==> config.mk <==
export PLATFORM = sky130hd
export DESIGN_NAME = abstract_cmd_ctrl
export DESIGN_NICKNAME = d
export VERILOG_FILES = /design/src/rtl/abstract_cmd_ctrl_pkg.sv /design/src/rtl/abstract_cmd_check.sv /design/src/rtl/abstract_cmd_ctrl.sv
export SDC_FILE = /design/constraint.sdc
export NUM_CORES = 1
export LEC_CHECK = 0
export BUFFER_PORTS_ARGS = -buffer_cell sky130_fd_sc_hd__buf_2
export CORE_MARGIN = 2
export CORE_UTILIZATION = 30
export DETAILED_ROUTE_END_ITERATION = 16
export PLACE_DENSITY = 0.61
export SETUP_SLACK_MARGIN = 0.4
export SKIP_LAST_GASP = 1
export SLEW_MARGIN = 0
export SYNTH_ARGS = -nofsm -noshare
export SYNTH_HDL_FRONTEND = slang
export SYNTH_SLANG_ARGS = --single-unit
==> constraint.sdc <==
create_clock -name clk -period 1.8 [get_ports clk]
set_input_delay 0.18 -clock clk [delete_from_list [all_inputs] [get_ports clk]]
set_output_delay 0.18 -clock clk [all_outputs]
set_load 0.02 [all_outputs]
==> src/rtl/abstract_cmd_ctrl_pkg.sv <==
// Shared definitions for abstract command sequencing: cmderr codes,
// cmdtype codes, command-word field extractors and register-number limits.
// Imported by abstract_cmd_ctrl and abstract_cmd_check.
package abstract_cmd_ctrl_pkg;

   // cmderr codes as seen by the debugger
   localparam logic [2:0] CMDERR_NONE          = 3'd0;
   localparam logic [2:0] CMDERR_BUSY          = 3'd1;
   localparam logic [2:0] CMDERR_NOT_SUPPORTED = 3'd2;
   localparam logic [2:0] CMDERR_EXCEPTION     = 3'd3;
   localparam logic [2:0] CMDERR_HALT_RESUME   = 3'd4;

   // cmdtype codes
   localparam logic [7:0] CMDTYPE_ACCESS_REG   = 8'd0;
   localparam logic [7:0] CMDTYPE_QUICK_ACCESS = 8'd1;
   localparam logic [7:0] CMDTYPE_ACCESS_MEM   = 8'd2;

   // only 32-bit register accesses are implemented
   localparam logic [2:0] AARSIZE_32 = 3'd2;

   // regno windows reachable by an access-register transfer
   localparam logic [15:0] REGNO_CSR_HI = 16'h0FFF;
   localparam logic [15:0] REGNO_GPR_LO = 16'h1000;
   localparam logic [15:0] REGNO_GPR_HI = 16'h101F;

   function automatic logic [7:0] cmd_cmdtype(input logic [31:0] c);
      return c[31:24];
   endfunction

   function automatic logic [2:0] cmd_aarsize(input logic [31:0] c);
      return c[22:20];
   endfunction

   function automatic logic cmd_postexec(input logic [31:0] c);
      return c[18];
   endfunction

   function automatic logic cmd_transfer(input logic [31:0] c);
      return c[17];
   endfunction

   function automatic logic [15:0] cmd_regno(input logic [31:0] c);
      return c[15:0];
   endfunction

endpackage

==> src/rtl/abstract_cmd_check.sv <==
// Combinational validation of an abstract command word.
// Ports: cmd (command word) -> supported (command can be executed),
//        skip_exec (access-register without transfer: no core op, postexec only).
module abstract_cmd_check
   import abstract_cmd_ctrl_pkg::*;
(
   input  logic [31:0] cmd,
   output logic        supported,
   output logic        skip_exec
);

   logic [7:0]  cmdtype;
   logic [2:0]  aarsize;
   logic        transfer;
   logic [15:0] regno;
   logic        regno_ok;

   always_comb begin
      cmdtype  = cmd_cmdtype(cmd);
      aarsize  = cmd_aarsize(cmd);
      transfer = cmd_transfer(cmd);
      regno    = cmd_regno(cmd);

      // CSR window starts at 0, so only its upper bound needs checking
      regno_ok = (regno <= REGNO_CSR_HI) ||
                 ((regno >= REGNO_GPR_LO) && (regno <= REGNO_GPR_HI));

      supported = 1'b0;
      skip_exec = 1'b0;
      if (cmdtype == CMDTYPE_ACCESS_REG) begin
         supported = (aarsize == AARSIZE_32) && (!transfer || regno_ok);
         skip_exec = !transfer;
      end else if (cmdtype == CMDTYPE_ACCESS_MEM) begin
         supported = (aarsize <= AARSIZE_32);
      end
   end

endmodule

==> src/rtl/abstract_cmd_ctrl.sv <==
// Sequences DM abstract commands into the halted core: validate, wait for the
// instruction boundary, drive abstract/abs_cmd until done, optionally run progbuf.
// Ports: clk/rst; cmd_valid/cmd/cmderr_clear from DM; halted/core_ready/core_done/
//        core_exception/progbuf_done from core; abstract/abs_cmd/progbuf_start to
//        core; busy/cmderr to DM. All outputs registered.
module abstract_cmd_ctrl
   import abstract_cmd_ctrl_pkg::*;
#(
   parameter int TIMEOUT = 1024
)(
   input  logic        clk,
   input  logic        rst,
   input  logic        cmd_valid,
   input  logic [31:0] cmd,
   input  logic [2:0]  cmderr_clear,
   input  logic        halted,
   input  logic        core_ready,
   input  logic        core_done,
   input  logic        core_exception,
   input  logic        progbuf_done,
   output logic        abstract,
   output logic [31:0] abs_cmd,
   output logic        progbuf_start,
   output logic        busy,
   output logic [2:0]  cmderr
);

   typedef enum logic [1:0] {
      S_IDLE      = 2'd0,
      S_WAIT_CORE = 2'd1,
      S_EXEC      = 2'd2,
      S_PROGBUF   = 2'd3
   } state_t;

   localparam int CNT_W = (TIMEOUT > 2) ? $clog2(TIMEOUT) : 1;
   localparam logic [CNT_W-1:0] CNT_LAST = CNT_W'(TIMEOUT - 1);

   state_t           state_q, state_d;
   logic [CNT_W-1:0] cnt_q, cnt_d;
   logic [31:0]      abs_cmd_d;
   logic             skip_q, skip_d;
   logic [2:0]       cmderr_d, cmderr_cleared, err_code;
   logic             err_set;
   logic             timed_out;
   logic             supported, skip_exec;

   abstract_cmd_check u_check (
      .cmd       (cmd),
      .supported (supported),
      .skip_exec (skip_exec)
   );

   always_comb begin
      state_d   = state_q;
      abs_cmd_d = abs_cmd;
      skip_d    = skip_q;
      err_set   = 1'b0;
      err_code  = CMDERR_NONE;
      timed_out = (cnt_q == CNT_LAST);

      if (state_q == S_IDLE) begin
         if (cmd_valid && (cmderr == CMDERR_NONE)) begin
            if (!supported) begin
               err_set  = 1'b1;
               err_code = CMDERR_NOT_SUPPORTED;
            end else if (!halted) begin
               err_set  = 1'b1;
               err_code = CMDERR_HALT_RESUME;
            end else begin
               abs_cmd_d = cmd;
               skip_d    = skip_exec;
               state_d   = S_WAIT_CORE;
            end
         end
      end else begin
         // a command written while one runs is dropped; any abort code
         // assigned below takes precedence in the same cycle
         if (cmd_valid) begin
            err_set  = 1'b1;
            err_code = CMDERR_BUSY;
         end

         if (!halted) begin
            state_d  = S_IDLE;
            err_set  = 1'b1;
            err_code = CMDERR_HALT_RESUME;
         end else if (state_q == S_WAIT_CORE) begin
            if (core_ready) begin
               if (!skip_q)
                  state_d = S_EXEC;
               else if (cmd_postexec(abs_cmd))
                  state_d = S_PROGBUF;
               else
                  state_d = S_IDLE;
            end
         end else if (state_q == S_EXEC) begin
            // exception outranks a simultaneous done; done outranks timeout
            if (core_exception) begin
               state_d  = S_IDLE;
               err_set  = 1'b1;
               err_code = CMDERR_EXCEPTION;
            end else if (core_done) begin
               state_d = cmd_postexec(abs_cmd) ? S_PROGBUF : S_IDLE;
            end else if (timed_out) begin
               state_d  = S_IDLE;
               err_set  = 1'b1;
               err_code = CMDERR_EXCEPTION;
            end
         end else begin
            if (core_exception) begin
               state_d  = S_IDLE;
               err_set  = 1'b1;
               err_code = CMDERR_EXCEPTION;
            end else if (progbuf_done) begin
               state_d = S_IDLE;
            end else if (timed_out) begin
               state_d  = S_IDLE;
               err_set  = 1'b1;
               err_code = CMDERR_EXCEPTION;
            end
         end
      end

      // clear first, then a set lands only if the cleared value is zero
      cmderr_cleared = cmderr & ~cmderr_clear;
      cmderr_d       = (err_set && (cmderr_cleared == CMDERR_NONE)) ? err_code
                                                                     : cmderr_cleared;

      // counter restarts on every state entry and only runs in EXEC/PROGBUF
      if (state_d != state_q)
         cnt_d = '0;
      else if ((state_q == S_EXEC) || (state_q == S_PROGBUF))
         cnt_d = cnt_q + 1'b1;
      else
         cnt_d = '0;
   end

   always_ff @(posedge clk or posedge rst) begin
      if (rst) begin
         state_q       <= S_IDLE;
         cnt_q         <= '0;
         abs_cmd       <= '0;
         skip_q        <= 1'b0;
         cmderr        <= CMDERR_NONE;
         abstract      <= 1'b0;
         busy          <= 1'b0;
         progbuf_start <= 1'b0;
      end else begin
         state_q       <= state_d;
         cnt_q         <= cnt_d;
         abs_cmd       <= abs_cmd_d;
         skip_q        <= skip_d;
         cmderr        <= cmderr_d;
         abstract      <= (state_d == S_EXEC);
         busy          <= (state_d != S_IDLE);
         progbuf_start <= (state_d == S_PROGBUF) && (state_q != S_PROGBUF);
      end
   end

endmodule

==> results of run 1 <==
-- how the worst max path moves through the flow --
stage | start | end | slack, ps | depth (start not counted)
3_3_place_gp | cmd[13] | abs_cmd[18]$_DFFE_PP0P_ | -200 | 7
2_1_floorplan | cmderr[2]$_DFF_PP0_ | abs_cmd[0]$_DFFE_PP0P_ | -230 | 6
5_1_grt | cmderr[2]$_DFF_PP0_ | abs_cmd[10]$_DFFE_PP0P_ | -280 | 6
3_5_place_dp | cmderr[2]$_DFF_PP0_ | abs_cmd[10]$_DFFE_PP0P_ | -210 | 6
4_1_cts | cmderr[2]$_DFF_PP0_ | abs_cmd[10]$_DFFE_PP0P_ | -220 | 6
6_report | cmderr[2]$_DFF_PP0_ | abs_cmd[21]$_DFFE_PP0P_ | -220 | 6
-- state kept, by name, indices dropped and copies added (netlist names) --
name           count
abs_cmd           32
cnt_q             10
cmderr             3
state_q            2
abstract           1
busy               1
progbuf_start      1
skip_q             1
-- what timing repair did --
item / 4_1_cts / 5_1_grt
resized for setup: 9 / 9
setup endpoints to repair: 51 / 51
cloned: 1 / 0
hold buffers: 1 / 0
pin swaps: 9 / 3
buffers inserted: 2 / 1
endpoints found under the hold margin: 24 / 0
-- through the flow --
step / setup TNS, ps / setup slack, ps / total power (W) / cell area (um^2)
floorplan: -5770 / -228 / 0.00127 / 2420
global placement: -5820 / -197 / 0.00139 / 3200
detailed placement: -6420 / -215 / 0.00139 / 3200
CTS: -6980 / -216 / 0.00212 / 3390
global route: -9210 / -275 / 0.00219 / 3440
finish: -6790 / -224 / 0.00209 / 3440
-- cell type report --
cell class              instances  area share, %
well taps                     102           3.71
inverters                       5          0.654
repair buffers                125           23.4
clock inverters                 3          0.799
clock buffers                   5           2.00
multi-input cells             120           32.3
flip-flops and latches         51           37.1
-- kinds of logic after synthesis --
family / count (synthesis)
compound gates: 23
flops: 51
xor+xnor: 8
fa+ha+maj: 1
mux: 25
buf+inv: 10
simple gates: 63
-- layout by cell type, fill, tap and decap left out, drive strengths merged --
master,n
a2111oi,1
a211o,1
a211oi,1
a21o,2
a21oi,8
and3,2
and3b,2
buf,124
clkbuf,5
clkinvlp,2
dfrtp,51
dlygate4sd3,1
ha,1
inv,6
mux2,25
nand2,9
nand2b,1
nand3,5
nand4,1
nor2,18
nor2b,12
nor3,5
nor3b,1
nor4,2
o2111ai,1
o21ai,4
o221ai,1
o22a,1
o2bb2ai,1
o31ai,1
o32ai,1
or2,1
or3,1
or4b,3
xnor2,5
xor2,3
-- critical path: cells and delay by family (launching register included) --
kind          cells  cell delay [ps]
simple gates      4             1020
buf+inv           1              160
flops             1              420
mux               1              330
-- metal layers --
metal / GRT usage [%] / part of all wire (%) / up-vias
met1: 17.7 / 45 / 871
met3: 2.93 / 3.4 / 7
met5: 0 / 0 / -
li1: - / - / 892
met2: 20.7 / 50 / 39
met4: 4.60 / 1.2 / 0
-- power by group --
group          leakage, nW  switching [W]  internal (W)
Sequential           0.708     0.00000569       0.00116
Clock               0.0467       0.000418      0.000289
Combinational         1.02       0.000107      0.000114
Total                 1.77       0.000531       0.00156
==> impl_metrics.csv, run 1 <==
group,metric,value,unit
grt,antenna_found_initial,0,
cells_and_area,finalNonFillerCells,411,
run,max-cap-violations,0,
yosys,async_flop_share,100,%
grt,grt_overflow_total,0,
clock_tree,clock_path_buffers,2,
yosys,synth_top_area_share,54.3,%
worst_setup_path,cp.required,2010,ps
worst_hold_path,min_to,"cmderr[0]$_DFF_PP0_",
detailed_routing,first_iter_violations,26,
floorplan,initial_core_util,30.7,%
placement,dp_hpwl,4.02,mm
floorplan,io_pins,81,
sta,fin_crit_sh,112,%
floorplan,die_area,8550,um^2
worst_setup_path,r2r-end,"abs_cmd[21]$_DFFE_PP0P_",
cells_and_area,diodes,0,
grt,track_usage,13.1,%
detailed_routing,drtPass1Iterations,4,
yosys,yosys-mux-area-fraction,15.2,%
detailed_routing,drc,0,
placement,portBuffers,80,
power_and_ir_drop,vdd_ir_drop_max,0.000248,V
worst_setup_path,path_class,"reg -> reg",
floorplan,num_rows,32,
cells_and_area,fillerInstances,725,
power_and_ir_drop,p_leak,1.77,nW
clock_tree,cts-buffers-inserted,5,
worst_setup_path,endpoint_kind,"flip-flop",
detailed_routing,drt-total-wl,5.45,mm
clock_tree,cts_root_buf,"clkbuf_8",
power_and_ir_drop,p_per_area,607,nW/um^2
floorplan,coreArea,7650,um^2
sta,hold_viol,0,
yosys,synth_commonest_cells,"51 x dfrtp_1, 20 x mux2_4, 11 x nor2b_1",
sta,worst_slew_pin_slew,593,ps
grt,grt_pass1_wl,8.90,mm
cells_and_area,drive_above_1_share,61.5,%
clock_tree,clkSinkCount,51,
clock_tree,clk_pin_slew,110,ps
clock_tree,htreeDepth,2,
worst_setup_path,critPathMaxFanout,9,
clock_tree,clock_latency,310,ps
cells_and_area,final_core_util,45.0,%
grt,grt_max_degree,27,
detailed_routing,wire_per_inst,13.3,um
yosys,ys.flop_type,"dfrtp_1",
worst_setup_path,r2r-start,"cmderr[2]$_DFF_PP0_",
yosys,ys_seq_area_share,54.3,%
floorplan,die_h,92.5,um
worst_hold_path,min_path_type,"in -> reg",
yosys,synthCells,181,
worst_setup_path,cp.arrival,2230,ps
yosys,ys_warn_count,0,
yosys,synth_compound_area_share,6.50,%
cells_and_area,nets,352,
yosys,synth-edff-count,0,
yosys,synth-simple-area-share,16.9,%
outcome,status,"finished, violations left",
placement,placedCellCount,398,
worst_setup_path,slowest_stage,"or4b_4",
placement,routabilityCongestion,0.765,
sta,fmax,494,MHz
sta,rsz0062_at_grt,"yes",
yosys,synth_most_common_cell,"dfrtp_1",
yosys,synth_fp_nets,225,
cells_and_area,syn_to_final_growth,46.6,%
detailed_routing,ant_nets,0,
cells_and_area,regArea,1280,um^2
yosys,yosys.area.top_type,"dfrtp_1",
yosys,synth-xor-area-share,2.98,%
worst_setup_path,start_kind,"flip-flop",
outcome,violations,"setup timing",
sta,whs,90.8,ps
sta,maxSlewHeadroom,60.4,%
sta,setup_viol,46,
yosys,ys_ff_latch,51,
cells_and_area,multiInputGateArea,1110,um^2
clock_tree,cts_tree,"yes",
worst_setup_path,critPathMaxStageDelay,570,ps
sta,setup_slack,-224,ps
yosys,synth.avg_cell_area,13.0,um^2
yosys,synth_top_family_by_area,"simple AND/OR/NAND/NOR gates",
worst_setup_path,reg2reg_depth,6,
yosys,synthAdderAreaFrac,0.533,%
yosys,synth_area,2350,um^2
sta,period_needed,2020,ps
sta,slew_viol_final,0,
grt,grt_pass1_vias,1823,
detailed_routing,avgViaCountPerCell,4.40,
worst_setup_path,regToRegSetupSlack,-220,ps
worst_hold_path,hold_path_depth,2,
worst_hold_path,min-delay-start,"cmderr_clear[0]",
yosys,synthTopCellsByArea,"dfrtp_1 54%, mux2_4 13%, nor2b_1 2.9%, nor2_2 2.7%, mux2_2 2.4%",
worst_setup_path,crit_path_cell_trace,"or4b_4 > nor3_4 > nand2_2 > nor2_8 > buf_12 > mux2_2",
yosys,ys_types,42,
detailed_routing,num_vias,1809,
floorplan,fp.dieW,92.5,um
sta,skew,11.7,ps
(Power assumes the default switching activity.)
==> run 2: changes to the inputs <==
Settings changed: CORE_ASPECT_RATIO set to 1.75.
==> run 2 against run 1 <==
  * Power rose by 20%
  * Via count increased by 2.4%
  * Final cell count is 2.4% lower
  * The run still ends with setup timing left
  * Register-to-register slack gained 30 ps
  * Largest power group unchanged
==> impl_metrics.csv, run 2 (synthesis results as in run 1) <==
group,metric,value,unit
outcome,status,"finished, violations left",
outcome,violations,"setup timing",
detailed_routing,wire_per_inst,14.5,um
cells_and_area,final_common_cell,"buf_2",
placement,dp_hpwl,4.27,mm
grt,grt_max_degree,28,
placement,portBuffers,80,
clock_tree,cts-buffers-inserted,5,
worst_hold_path,min_path_type,"in -> reg",
floorplan,die_area,8580,um^2
detailed_routing,avgViaCountPerCell,4.62,
grt,grt_pass1_wl,9.54,mm
clock_tree,clkSinkCount,51,
sta,worst_slew_pin_slew,354,ps
cells_and_area,mostFrequentLayoutCells,"80 x buf_2, 49 x dfrtp_1, 35 x buf_4, 23 x mux2_4",
power_and_ir_drop,net-switching-power,0.000534,W
floorplan,num_rows,42,
cells_and_area,final_core_util,49.2,%
clock_tree,cts_tree,"yes",
power_and_ir_drop,p_total,0.00251,W
floorplan,coreArea,7570,um^2
power_and_ir_drop,switching_share,21.3,%
detailed_routing,drc,0,
sta,setup_slack,-193,ps
detailed_routing,drt-total-wl,5.82,mm
power_and_ir_drop,p_per_area,675,nW/um^2
floorplan,die_h,121,um
clock_tree,clock_path_buffers,2,
cells_and_area,diodes,0,
sta,fmax,502,MHz
cells_and_area,nets,356,
worst_setup_path,start_kind,"flip-flop",
detailed_routing,first_iter_violations,73,
cells_and_area,syn_to_final_growth,58.4,%
floorplan,fp.dieW,70.9,um
power_and_ir_drop,combPwrFrac,9.3,%
worst_setup_path,slowest_stage,"or4b_4",
grt,track_usage,14.4,%
worst_setup_path,endpoint_kind,"flip-flop",
worst_setup_path,critPathMaxStageDelay,560,ps
clock_tree,htreeDepth,2,
floorplan,io_pins,81,
sta,fin_crit_sh,111,%
worst_setup_path,path_class,"reg -> reg",
grt,use_met2,26.3,%
sta,hold_viol,0,
clock_tree,clock_latency,290,ps
grt,use_met3,2.24,%
cells_and_area,regMostFlops,"abs_cmd",
worst_setup_path,cp.arrival,2170,ps
grt,antenna_found_initial,0,
sta,setup_viol,47,
power_and_ir_drop,p_int,0.00198,W
power_and_ir_drop,p_leak,1.86,nW
worst_setup_path,critPathMaxFanout,10,
sta,setup-tns-final,-6270,ps
detailed_routing,num_vias,1853,
sta,rsz0062_at_grt,"yes",
placement,dp_slack,-229,ps
cells_and_area,drive_above_1_share,64.9,%
grt,grt_util_met1,15.2,%
detailed_routing,drtPass1Iterations,4,
power_and_ir_drop,vdd_ir_drop_max,0.000459,V
grt,grt_pass1_vias,2015,
sta,maxSlewHeadroom,76.4,%
power_and_ir_drop,p_clk_share,44.5,%
clock_tree,clk_pin_slew,70,ps
sta,skew,4.97,ps
run,max-cap-violations,0,
grt,grt_overflow_total,0,
grt,busiest_layer,"met2",
cells_and_area,largest_reg_flops,32,
worst_setup_path,cp.required,1980,ps
sta,period_needed,1990,ps
worst_setup_path,crit_path_cell_trace,"or4b_4 > nor3_4 > nand2_2 > nor2_8 > buf_12 > mux2_2",
sta,slew_viol_final,0,
cells_and_area,largestRegisters,"abs_cmd: 32 flops, cnt_q: 10 flops, cmderr: 3 flops",
placement,routabilityCongestion,0.849,
power_and_ir_drop,seqPwrFrac,46.2,%
clock_tree,cts_root_buf,"clkbuf_16",
detailed_routing,ant_nets,0,
floorplan,initial_core_util,31.0,%
run 2: cell types whose count changed in the layout (fill, tap and decap cells not counted), moves of 3 or more:
cell / before / now
nor2_4: 3 / 8
buf_12: 2 / 7
nor2_2: 7 / 2
mux2_2: 5 / 2
mux2_4: 20 / 23
clkbuf_8: 5 / 1
clkbuf_16: 0 / 5
nor2b_4: 1 / 7
nor2b_1: 11 / 5
run 2: path summary, 6_finish.rpt:
path | start | to | slack, ps | cells past startpoint
max reg2reg | cmderr[2]$_DFF_PP0_ | abs_cmd[21]$_DFFE_PP0P_ | -190 | 6
max in group asynchronous | rst | cmderr[0]$_DFF_PP0_ | 1000 | 4
max | cmderr[2]$_DFF_PP0_ | abs_cmd[21]$_DFFE_PP0P_ | -190 | 6
min | cmderr_clear[0] | cmderr[0]$_DFF_PP0_ | 120 | 2
min in group asynchronous | rst | abs_cmd[19]$_DFFE_PP0P_ | 500 | 4
min reg2reg | abs_cmd[31]$_DFFE_PP0P_ | abs_cmd[31]$_DFFE_PP0P_ | 500 | 1
run 2: critical path, delay by kind of cell, from the launching register on:
kind | cells | cell delay (ps)
mux | 1 | 330
simple gates | 4 | 1000
buf+inv | 1 | 160
flops | 1 | 400
run 2: cell type report:
cell class / count / area [um^2]
inverters: 5 / 22.5
clock inverters: 2 / 38.8
multi-input cells: 120 / 1220
clock buffers: 6 / 139
fillers: 708 / 3850
flip-flops and latches: 51 / 1280
well taps: 88 / 110
repair buffers: 129 / 913
run 2: routing by layer:
layer  routed length [um]  up-vias
li1                     -      893
met1                 2100      908
met2                 3300       40
met3                  207       12
met4                  206        0
met5                    0        -
run 2: power groups by stage:
stage               sequential [W]  combinational (W)  clock (W)
detailed placement         0.00118           0.000200          0
CTS                        0.00116           0.000220    0.00115
global placement           0.00118           0.000198          0
floorplan                  0.00120          0.0000704          0
global route               0.00116           0.000257    0.00120
finish                     0.00116           0.000233    0.00112
run 2: timing repair:
action | CTS | global route
endpoints found under the setup margin | 51 | 51
pin swaps | 10 | 7
endpoints found under the hold margin | 51 | 0
setup buffers | 6 | 5
gates resized for setup | 14 | 31
hold buffers | 1 | 0
gates cloned | 2 | 0
run 2: through the flow:
stage          hold WS, ps  std cells  instance area (um^2)
5_1_grt                104        401                  3720
3_5_place_dp           279        379                  3170
2_1_floorplan          229        181                  2420
6_report               116        401                  3720
3_3_place_gp           275        379                  3170
4_1_cts               95.3        396                  3520
